$ cat config.mk
export PLATFORM = sky130hd
export DESIGN_NAME = pc_sequencer_flat
export DESIGN_NICKNAME = d
export VERILOG_FILES = /design/src/rtl/pc_seq_pkg.sv /design/src/rtl/pc_sequencer_if.sv /design/src/rtl/br_cmp.sv /design/src/rtl/pc_sequencer.sv /design/src/flat_wrapper.sv
export SDC_FILE = /design/constraint.sdc
export NUM_CORES = 1
export LEC_CHECK = 0
export CAP_MARGIN = 10
export CORE_ASPECT_RATIO = 1.1
export CORE_MARGIN = 8
export CORE_UTILIZATION = 44
export CTS_CLUSTER_SIZE = 30
export DETAILED_ROUTE_END_ITERATION = 8
export PLACE_DENSITY_LB_ADDON = 0.08
export SLEW_MARGIN = 10
export SYNTH_ARGS = -nofsm -noshare
export SYNTH_HDL_FRONTEND = slang
export SYNTH_SLANG_ARGS = --single-unit
$ cat constraint.sdc
create_clock -name clk -period 5.32 [get_ports clk]
set_input_delay 0.798 -clock clk [delete_from_list [all_inputs] [get_ports clk]]
set_output_delay 0.798 -clock clk [all_outputs]
set_load 0.02 [all_outputs]
$ cat src/rtl/pc_seq_pkg.sv
// pc_seq_pkg: shared encodings for the pc_sequencer slice (branch ops, reset PC, sequencer states)
package pc_seq_pkg;

    localparam logic [2:0] BR_BEQ  = 3'b000;
    localparam logic [2:0] BR_BNE  = 3'b001;
    localparam logic [2:0] BR_BLEZ = 3'b010;
    localparam logic [2:0] BR_BGTZ = 3'b011;
    localparam logic [2:0] BR_BLTZ = 3'b100;
    localparam logic [2:0] BR_BGEZ = 3'b101;

    localparam logic [31:0] RESET_PC_DEF = 32'h0000_3000;

    // RUN: PC advances; HOLD: stalled, nothing pending; PEND: stalled with a captured redirect
    localparam logic [1:0] RUN  = 2'd0;
    localparam logic [1:0] HOLD = 2'd1;
    localparam logic [1:0] PEND = 2'd2;

endpackage

$ cat src/rtl/pc_sequencer_if.sv
// pc_sequencer_if: decode/compare inputs and PC outputs of the pc_sequencer, with master/slave views
interface pc_sequencer_if #(
    parameter int ADDR_W = 32,
    parameter int IMM_W  = 16,
    parameter int JIDX_W = 26
);
    import pc_seq_pkg::*;

    logic              stall_i;
    logic              br_valid;
    logic [2:0]        br_op;
    logic [ADDR_W-1:0] rs_val;
    logic [ADDR_W-1:0] rt_val;
    logic [IMM_W-1:0]  imm;
    logic              j_valid;
    logic [JIDX_W-1:0] j_idx;
    logic              jr_valid;
    logic [ADDR_W-1:0] jr_tgt;
    logic              redirect_valid;
    logic [ADDR_W-1:0] redirect_pc;
    logic [ADDR_W-1:0] pc_o;
    logic [ADDR_W-1:0] pc4_o;
    logic [ADDR_W-1:0] npc_o;
    logic              taken_o;
    logic              misalign_o;

    modport master (
        output stall_i, br_valid, br_op, rs_val, rt_val, imm, j_valid, j_idx,
               jr_valid, jr_tgt, redirect_valid, redirect_pc,
        input  pc_o, pc4_o, npc_o, taken_o, misalign_o
    );

    modport slave (
        input  stall_i, br_valid, br_op, rs_val, rt_val, imm, j_valid, j_idx,
               jr_valid, jr_tgt, redirect_valid, redirect_pc,
        output pc_o, pc4_o, npc_o, taken_o, misalign_o
    );

endinterface

$ cat src/rtl/br_cmp.sv
// br_cmp: combinational branch condition, equality or signed compare against zero selected by br_op
module br_cmp
    import pc_seq_pkg::*;
#(
    parameter int W = 32
) (
    input  logic [2:0]   br_op,
    input  logic [W-1:0] rs_val,
    input  logic [W-1:0] rt_val,
    output logic         taken
);

    logic neg, zero;

    // sign and zero of rs decide the four compare-with-zero kinds
    always_comb begin
        neg   = rs_val[W-1];
        zero  = rs_val == '0;
        taken = br_op == BR_BEQ  ? rs_val == rt_val :
                br_op == BR_BNE  ? rs_val != rt_val :
                br_op == BR_BLEZ ? neg | zero :
                br_op == BR_BGTZ ? ~neg & ~zero :
                br_op == BR_BLTZ ? neg :
                br_op == BR_BGEZ ? ~neg : 1'b0;
    end

endmodule

$ cat src/rtl/pc_sequencer.sv
// pc_sequencer: registered PC with branch/jump/redirect resolution and stall-pending redirect.
// Optional MIPS delay slot enabled by defining PC_SEQ_DELAY_SLOT_EN.
module pc_sequencer
    import pc_seq_pkg::*;
#(
    parameter int                ADDR_W   = 32,
    parameter logic [ADDR_W-1:0] RESET_PC = ADDR_W'(RESET_PC_DEF),
    parameter int                IMM_W    = 16,
    parameter int                JIDX_W   = 26
) (
    input logic          clk,
    input logic          reset,
    pc_sequencer_if.slave bus
);

    logic [ADDR_W-1:0] pc, pc4, br_tgt, j_tgt, xfer_tgt, npc, pend_pc;
    logic              pend_q, cmp_taken, xfer, taken;
    logic [1:0]        state;

    br_cmp #(.W(ADDR_W)) u_cmp (
        .br_op  (bus.br_op),
        .rs_val (bus.rs_val),
        .rt_val (bus.rt_val),
        .taken  (cmp_taken)
    );

`ifdef PC_SEQ_DELAY_SLOT_EN
    logic              slot_q;
    logic [ADDR_W-1:0] slot_tgt;
`endif

    // target arithmetic and priority select; a live redirect also beats an older pending one
    always_comb begin
        pc4      = pc + ADDR_W'(4);
        br_tgt   = pc4 + {{(ADDR_W-IMM_W-2){bus.imm[IMM_W-1]}}, bus.imm, 2'b00};
        j_tgt    = {pc4[ADDR_W-1:JIDX_W+2], bus.j_idx, 2'b00};
        xfer     = bus.jr_valid | bus.j_valid | (bus.br_valid & cmp_taken);
        xfer_tgt = bus.jr_valid ? bus.jr_tgt : bus.j_valid ? j_tgt : br_tgt;
        state    = bus.stall_i ? (pend_q ? PEND : HOLD) : RUN;
`ifdef PC_SEQ_DELAY_SLOT_EN
        npc      = bus.redirect_valid ? bus.redirect_pc : pend_q ? pend_pc : slot_q ? slot_tgt : pc4;
        taken    = bus.redirect_valid | pend_q | (xfer & ~slot_q);
`else
        npc      = bus.redirect_valid ? bus.redirect_pc : pend_q ? pend_pc : xfer ? xfer_tgt : pc4;
        taken    = bus.redirect_valid | pend_q | xfer;
`endif
    end

    assign bus.pc_o       = pc;
    assign bus.pc4_o      = pc4;
    assign bus.npc_o      = npc;
    assign bus.taken_o    = taken;
    assign bus.misalign_o = |npc[1:0];

    // PC advances in RUN; while stalled a redirect is captured and the newest one kept
    always_ff @(posedge clk) begin
        if (!reset) begin
            pc      <= RESET_PC;
            pend_q  <= 1'b0;
            pend_pc <= '0;
        end else if (state == RUN) begin
            pc      <= npc;
            pend_q  <= 1'b0;
        end else if (bus.redirect_valid) begin
            pend_q  <= 1'b1;
            pend_pc <= bus.redirect_pc;
        end
    end

`ifdef PC_SEQ_DELAY_SLOT_EN
    // a resolved transfer parks its target for one instruction; redirects cancel the slot
    always_ff @(posedge clk) begin
        if (!reset) begin
            slot_q   <= 1'b0;
            slot_tgt <= '0;
        end else if (state == RUN) begin
            slot_q   <= ~bus.redirect_valid & ~pend_q & ~slot_q & xfer;
            if (xfer && !slot_q) slot_tgt <= xfer_tgt;
        end
    end
`endif

endmodule
$ cat src/flat_wrapper.sv
// flat-port wrapper written by rule: the top's interface ports become plain ports
module pc_sequencer_flat import pc_seq_pkg::*;
#(
    parameter int                ADDR_W   = 32,
    parameter logic [ADDR_W-1:0] RESET_PC = ADDR_W'(RESET_PC_DEF),
    parameter int                IMM_W    = 16,
    parameter int                JIDX_W   = 26
)
  (clk, reset, bus_stall_i, bus_br_valid, bus_br_op, bus_rs_val, bus_rt_val, bus_imm, bus_j_valid, bus_j_idx, bus_jr_valid, bus_jr_tgt, bus_redirect_valid, bus_redirect_pc, bus_pc_o, bus_pc4_o, bus_npc_o, bus_taken_o, bus_misalign_o);
  pc_sequencer_if #(.ADDR_W(ADDR_W), .IMM_W(IMM_W), .JIDX_W(JIDX_W)) bus_i ();
  input logic clk;
  input logic reset;
  input wire logic [$bits(bus_i.stall_i)-1:0] bus_stall_i;
  input wire logic [$bits(bus_i.br_valid)-1:0] bus_br_valid;
  input wire logic [$bits(bus_i.br_op)-1:0] bus_br_op;
  input wire logic [$bits(bus_i.rs_val)-1:0] bus_rs_val;
  input wire logic [$bits(bus_i.rt_val)-1:0] bus_rt_val;
  input wire logic [$bits(bus_i.imm)-1:0] bus_imm;
  input wire logic [$bits(bus_i.j_valid)-1:0] bus_j_valid;
  input wire logic [$bits(bus_i.j_idx)-1:0] bus_j_idx;
  input wire logic [$bits(bus_i.jr_valid)-1:0] bus_jr_valid;
  input wire logic [$bits(bus_i.jr_tgt)-1:0] bus_jr_tgt;
  input wire logic [$bits(bus_i.redirect_valid)-1:0] bus_redirect_valid;
  input wire logic [$bits(bus_i.redirect_pc)-1:0] bus_redirect_pc;
  output wire logic [$bits(bus_i.pc_o)-1:0] bus_pc_o;
  output wire logic [$bits(bus_i.pc4_o)-1:0] bus_pc4_o;
  output wire logic [$bits(bus_i.npc_o)-1:0] bus_npc_o;
  output wire logic [$bits(bus_i.taken_o)-1:0] bus_taken_o;
  output wire logic [$bits(bus_i.misalign_o)-1:0] bus_misalign_o;
  assign bus_i.stall_i = bus_stall_i;
  assign bus_i.br_valid = bus_br_valid;
  assign bus_i.br_op = bus_br_op;
  assign bus_i.rs_val = bus_rs_val;
  assign bus_i.rt_val = bus_rt_val;
  assign bus_i.imm = bus_imm;
  assign bus_i.j_valid = bus_j_valid;
  assign bus_i.j_idx = bus_j_idx;
  assign bus_i.jr_valid = bus_jr_valid;
  assign bus_i.jr_tgt = bus_jr_tgt;
  assign bus_i.redirect_valid = bus_redirect_valid;
  assign bus_i.redirect_pc = bus_redirect_pc;
  assign bus_pc_o = bus_i.pc_o;
  assign bus_pc4_o = bus_i.pc4_o;
  assign bus_npc_o = bus_i.npc_o;
  assign bus_taken_o = bus_i.taken_o;
  assign bus_misalign_o = bus_i.misalign_o;
  pc_sequencer #(.ADDR_W(ADDR_W), .RESET_PC(RESET_PC), .IMM_W(IMM_W), .JIDX_W(JIDX_W)) u_core (.clk(clk), .reset(reset), .bus(bus_i));
endmodule
==> impl_metrics.tcl, run 1 <==
set metrics [dict create \
    port_buffers 277 \
    avgSynthCellArea_um2 7.40 \
    ant_nets 0 \
    stdcell_count 1373 \
    dp_hpwl_um 23500 \
    worst_setup_path_end_kind "output port" \
    crit_buf_inv 3 \
    num_rows 46 \
    setup_viol 0 \
    status "complete, no violations" \
    max_cap_viol_count 0 \
    post-route-min-period_ns 5.15 \
    place_ws_ns -0.00434 \
    clock_latency_ns 0.33 \
    synth_area_um2 6530 \
    critPathLaunchType "input port" \
    antenna_cells 0 \
    path_class "in -> out" \
    power.leakage_nw 4.23 \
    dr.pass1.iters 5 \
    numPlacedInstances 1355 \
    syn_inst 882 \
    skew_ns 0.00432 \
    crit_arrival_ns 4.36 \
    grt_first_pass_wirelength_um 42700 \
    clkSinkCount 65 \
    holdWs_ns 0.461 \
    syn_nets 1099 \
    antenna_found_initial 0 \
    worst_slack_ns 0.166 \
    rsz0062_at_grt "no" \
    start_util_pct 45.2 \
    slowest_stage "clkdlybuf4s50_1" \
    peakVddDrop_mv 0.167 \
    dieArea_um2 19000 \
    highest_layer "met4" \
    cts_made_buffers 9 \
    grt_max_degree 70 \
    slew_headroom_pct 20.6 \
    ys_warn_count 0 \
    cpPeakStageDelay_ns 0.67 \
    path_delay_family "buffers and inverters" \
    wl_met2_um 13600 \
    synthArstFlopShare_pct 0 \
    wl_met1_um 12000 \
    htreeDepth 3 \
    clock_tree.root_cell "clkbuf_16" \
    drc 0 \
    dieWidth_um 132 \
    path_cells "clkdlybuf4s50_1 > xnor2_2 > nand4_1 > nor4_2 > nand4b_1 > or3b_4 > buf_4 > nand4_1 > a31oi_1 > a211oi_2 > o31ai_2 > clkdlybuf4s50_1" \
    mostFrequentLayoutCells "clkdlybuf4s50_1 (260), nand2_1 (154), dfxtp_1 (63)" \
    clk_path_buf_depth 2 \
    totalWireLength_um 29200 \
    hold_violations 0 \
    synth_flop_cell "dfxtp_1" \
    max_freq_mhz 194 \
    clk_pin_slew_worst_paths_ns 0.05 \
    hp-class "reg -> reg" \
    synth.distinct_cells 77 \
    core_um2 14400 \
    nets 1394 \
    ys_ff_latch 65 \
    globalplace.congestion 0.958 \
    post-route-period-util_pct 96.9 \
    fillerInstances 1218 \
    wl_per_cell_um 21.3 \
    power.density_nw_per_um2 208 \
    cts_tree "done" \
    met3_length_um 2960 \
    max_slew.worst_pin.slew_ns 1.19 \
    grt_pass1_vias 7629 \
    via_per_inst 5.79 \
    drive_above_1_share_pct 11.8 \
    vias 7947 \
    io_pins 278 \
    layout_commonest_cell "clkdlybuf4s50_1" \
    path_max_fanout 17 \
    cp.required_ns 4.52 \
    die_h_um 144 \
    grt_use_total_pct 28.8 \
    cts-hold-fix-buffers 0 \
    synth_edf_count 0 \
    grt-ovfl-total 0 \
    synthToLayoutAreaGrowth_pct 56.1 \
    maxSlewViolCount 0 \
    ys_seq_area_share_pct 19.9 \
    dr.first_iter.drc_count 834 \
]
## through the flow
step	total power, mW	TNS (ns)	utilization (%)	cell area, um2
2_1_floorplan	1.05	0	-	6530
3_3_place_gp	1.51	0	67.2	9700
3_5_place_dp	1.51	-0.00434	67.2	9700
4_1_cts	2.10	-0.0319	69.3	10000
5_1_grt	2.21	0	70.5	10200
6_report	2.12	0	70.5	10200
## layer usage
| metal | vias up | GRT usage, % |
|---|---|---|
| li1 | 3808 | - |
| met1 | 3655 | 35.2 |
| met2 | 437 | 47.4 |
| met3 | 47 | 9.18 |
| met4 | 0 | 8.59 |
| met5 | - | 0 |
## flip-flops by register name (all words and copies together) (netlist names)
| name | flops |
|---|---|
| u_core.bus.pc_o | 32 |
| u_core.pend_pc | 32 |
| u_core.pend_q | 1 |
## final timing paths
kind / startpoint / to / slack (ns) / depth (start not counted)
hold reg to reg: u_core.pend_pc[27] / u_core.pend_pc[27] / 0.46 / 2
setup / recovery: bus_rs_val[15] / bus_npc_o[9] / 0.17 / 12
hold / removal: u_core.pend_pc[27] / u_core.pend_pc[27] / 0.46 / 2
setup reg to reg: u_core.bus.pc_o[2] / u_core.bus.pc_o[25] / 1.49 / 17
## cell usage after synthesis, types with 20 or more instances
master,instances,area [um2]
xnor2_1,60,526
nand2_1,154,578
nor2_1,50,188
dfxtp_1,65,1300
a21oi_1,58,290
and3_1,20,125
ha_1,36,450
xor2_1,21,184
clkbuf_1,37,139
nand4_1,23,144
o21ai_0,55,275
a21boi_0,34,255
## logic make-up after synthesis
family | after synthesis | share of synthesized area (%)
flip-flops | 65 | 19.9
buffers and inverters | 64 | 4.39
XOR/XNOR | 82 | 11.1
adder cells (fa/ha/maj) | 37 | 7.21
AO/OA/AOI/OAI | 291 | 31.0
multiplexers | 16 | 2.53
AND/OR/NAND/NOR | 327 | 23.8
## report_power, final
part           internal [mW]  switching [mW]
Clock                  0.384           0.204
Combinational          0.472           0.509
Sequential             0.519          0.0350
## area by class of cell
class	count	area (um2)	share of cell area, %
multi-input combinational	754	5080	49.9
timing repair buffer	333	3210	31.5
sequential	65	1300	12.8
clock buffer	12	256	2.52
tap	192	240	2.36
inverter	14	52.6	0.516
clock inverter	3	40.0	0.393
## worst min-delay path: cells and delay by family (launching register included)
| kind | cells | cell delay, ns |
|---|---|---|
| AOI/OAI and AO/OA | 1 | 0.06 |
| and+or+nand+nor | 1 | 0.04 |
| DFF | 1 | 0.30 |
## timing repair
action,4_1_cts,5_1_grt
pin swaps,0,6
endpoints found under the setup margin,6,20
resized for setup,6,42
buffers inserted,0,2
cloned,0,1
(Power assumes the default switching activity.)
==> run 2: changes to the inputs <==
--- a/config.mk
+++ b/config.mk
@@ -5,7 +5,6 @@
 export SDC_FILE = /design/constraint.sdc
 export NUM_CORES = 1
 export LEC_CHECK = 0
-export CAP_MARGIN = 10
 export CORE_ASPECT_RATIO = 1.1
 export CORE_MARGIN = 8
 export CORE_UTILIZATION = 44
==> results of run 2 <==
No change in the layout: final DEF, timing and power equal those of run 1.
==> run 3: changes to the inputs <==
--- a/config.mk
+++ b/config.mk
@@ -11,6 +11,7 @@
 export CTS_CLUSTER_SIZE = 30
 export DETAILED_ROUTE_END_ITERATION = 8
 export PLACE_DENSITY_LB_ADDON = 0.08
+export SKIP_CTS_REPAIR_TIMING = 1
 export SLEW_MARGIN = 10
 export SYNTH_ARGS = -nofsm -noshare
 export SYNTH_HDL_FRONTEND = slang
==> run 3 against run 2 <==
Via count grew 0.21%. Sequential cell count is the same. Design area grew 0.11%. Highest routed layer unchanged. Largest cell class unchanged. Final cell count is the same.
==> impl_metrics.tcl, run 3 (synthesis gave the netlist of run 1 again) <==
set metrics [dict create \
    status "complete, no violations" \
    clk_path_buf_depth 2 \
    cts_tree "done" \
    grt_util_met3_pct 8.94 \
    rr_endpoint "u_core.bus.pc_o[28]" \
    place_ws_ns -0.00434 \
    max_cap_viol_count 0 \
    cp.required_ns 4.52 \
    dieWidth_um 132 \
    setup_viol 0 \
    via_per_inst 5.80 \
    r2r_slack_ns 1.41 \
    grt_use_met1_pct 35.3 \
    slew_headroom_pct 22.5 \
    max_freq_mhz 195 \
    globalplace.congestion 0.958 \
    hold_violations 0 \
    power_frac_comb_pct 46.2 \
    crit_arrival_ns 4.33 \
    final_area_um2 10200 \
    busiest_layer "met2" \
    dieArea_um2 19000 \
    num_rows 46 \
    clkSinkCount 65 \
    max_slew.worst_pin.slew_ns 1.16 \
    critPathCapture "bus_npc_o[9]" \
    skew_ns 0.00464 \
    placed_area_um2 9700 \
    slowest_stage "clkdlybuf4s50_1" \
    dp_hpwl_um 23500 \
    final_core_util_pct 70.6 \
    rsz0062_at_grt "yes" \
    clk_pin_slew_worst_paths_ns 0.05 \
    post-route-period-util_pct 96.5 \
    antenna_found_initial 0 \
    holdWs_ns 0.462 \
    rr_startpoint "u_core.bus.pc_o[5]" \
    grt-ovfl-total 0 \
    dr.pass1.iters 6 \
    wl_per_cell_um 21.2 \
    switching_share_pct 35.2 \
    clock_latency_ns 0.33 \
    port_buffers 277 \
    path_max_fanout 17 \
    grt_first_pass_wirelength_um 42600 \
    io_pins 278 \
    mostFrequentLayoutCells "clkdlybuf4s50_1 (260), nand2_1 (154), dfxtp_1 (63)" \
    power.density_nw_per_um2 208 \
    min-delay-start "u_core.pend_pc[27]" \
    path_cells "clkdlybuf4s50_1 > xnor2_2 > nand4_1 > nor4_2 > nand4b_1 > or3b_4 > buf_4 > nand4_1 > a31oi_1 > a211oi_2 > o31ai_2 > clkdlybuf4s50_1" \
    htreeDepth 3 \
    reg2reg_depth 16 \
    synthToLayoutAreaGrowth_pct 56.3 \
    stdcell_count 1373 \
    worst_setup_path_end_kind "output port" \
    path_class "in -> out" \
    worst_slack_ns 0.187 \
    intPower_mw 1.38 \
    drive_above_1_share_pct 11.7 \
    switching_power_mw 0.747 \
    vias 7964 \
    nets 1394 \
    grt_use_total_pct 28.7 \
    peakVddDrop_mv 0.167 \
    grt_pass1_vias 7613 \
    ant_nets 0 \
    crit_start "bus_rs_val[15]" \
    core_um2 14400 \
    power.leakage_nw 4.25 \
    antenna_cells 0 \
    use_met2_pct 47.3 \
    critPathLaunchType "input port" \
    grt_max_degree 70 \
    hp-class "reg -> reg" \
    totalWireLength_um 29200 \
    p_clk_share_pct 27.7 \
    drc 0 \
    clock_tree.root_cell "clkbuf_16" \
    numPlacedInstances 1355 \
    start_util_pct 45.2 \
    cts_made_buffers 9 \
    layout_commonest_cell "clkdlybuf4s50_1" \
    die_h_um 144 \
    dr.first_iter.drc_count 885 \
    post-route-min-period_ns 5.13 \
    maxSlewViolCount 0 \
    cpPeakStageDelay_ns 0.67 \
    p_seq_share_pct 26.1 \
]
## run 3: area by class of cell
class	instances	area, um2
fillers	1213	4250
multi-input cells	754	5080
repair buffers	333	3220
flip-flops and latches	65	1300
clock buffers	12	256
inverters	14	52.6
well taps	192	240
clock inverters	3	40.0
## run 3: how the worst min path moves through the flow
stage	end	slack, ns	cells past startpoint
2_1_floorplan	u_core.pend_pc[27]	0.44	2
3_3_place_gp	u_core.pend_pc[12]	0.45	2
3_5_place_dp	u_core.pend_pc[27]	0.46	2
4_1_cts	u_core.pend_pc[27]	0.46	2
5_1_grt	u_core.pend_pc[11]	0.49	2
6_report	u_core.pend_pc[27]	0.46	2
## run 3: stage by stage
stage	total power, mW	TNS (ns)
CTS	2.10	-0.302
floorplan	1.05	0
finish	2.12	0
global placement	1.51	0
global route	2.21	-0.0214
detailed placement	1.51	-0.00434
## run 3: worst max-delay path, delay by kind of cell
family	cells	cell delay [ns]
AOI/OAI and AO/OA	3	0.65
buffers and inverters	3	1.44
and+or+nand+nor	5	1.17
xor gates and xnor gates	1	0.27
## run 3: power by group through the flow
stage | clock network [mW] | registers (mW) | logic (mW)
after floorplan | 0 | 0.576 | 0.474
after global placement | 0 | 0.559 | 0.946
after detailed placement | 0 | 0.560 | 0.947
after CTS | 0.594 | 0.550 | 0.953
after global routing | 0.613 | 0.557 | 1.04
final | 0.588 | 0.554 | 0.981
## run 3: metal layers
| layer | vias to the layer above | wire length (um) |
|---|---|---|
| met5 | - | 0 |
| met4 | 0 | 587 |
| met3 | 45 | 2800 |
| met2 | 414 | 13600 |
| met1 | 3696 | 12100 |
| li1 | 3809 | - |
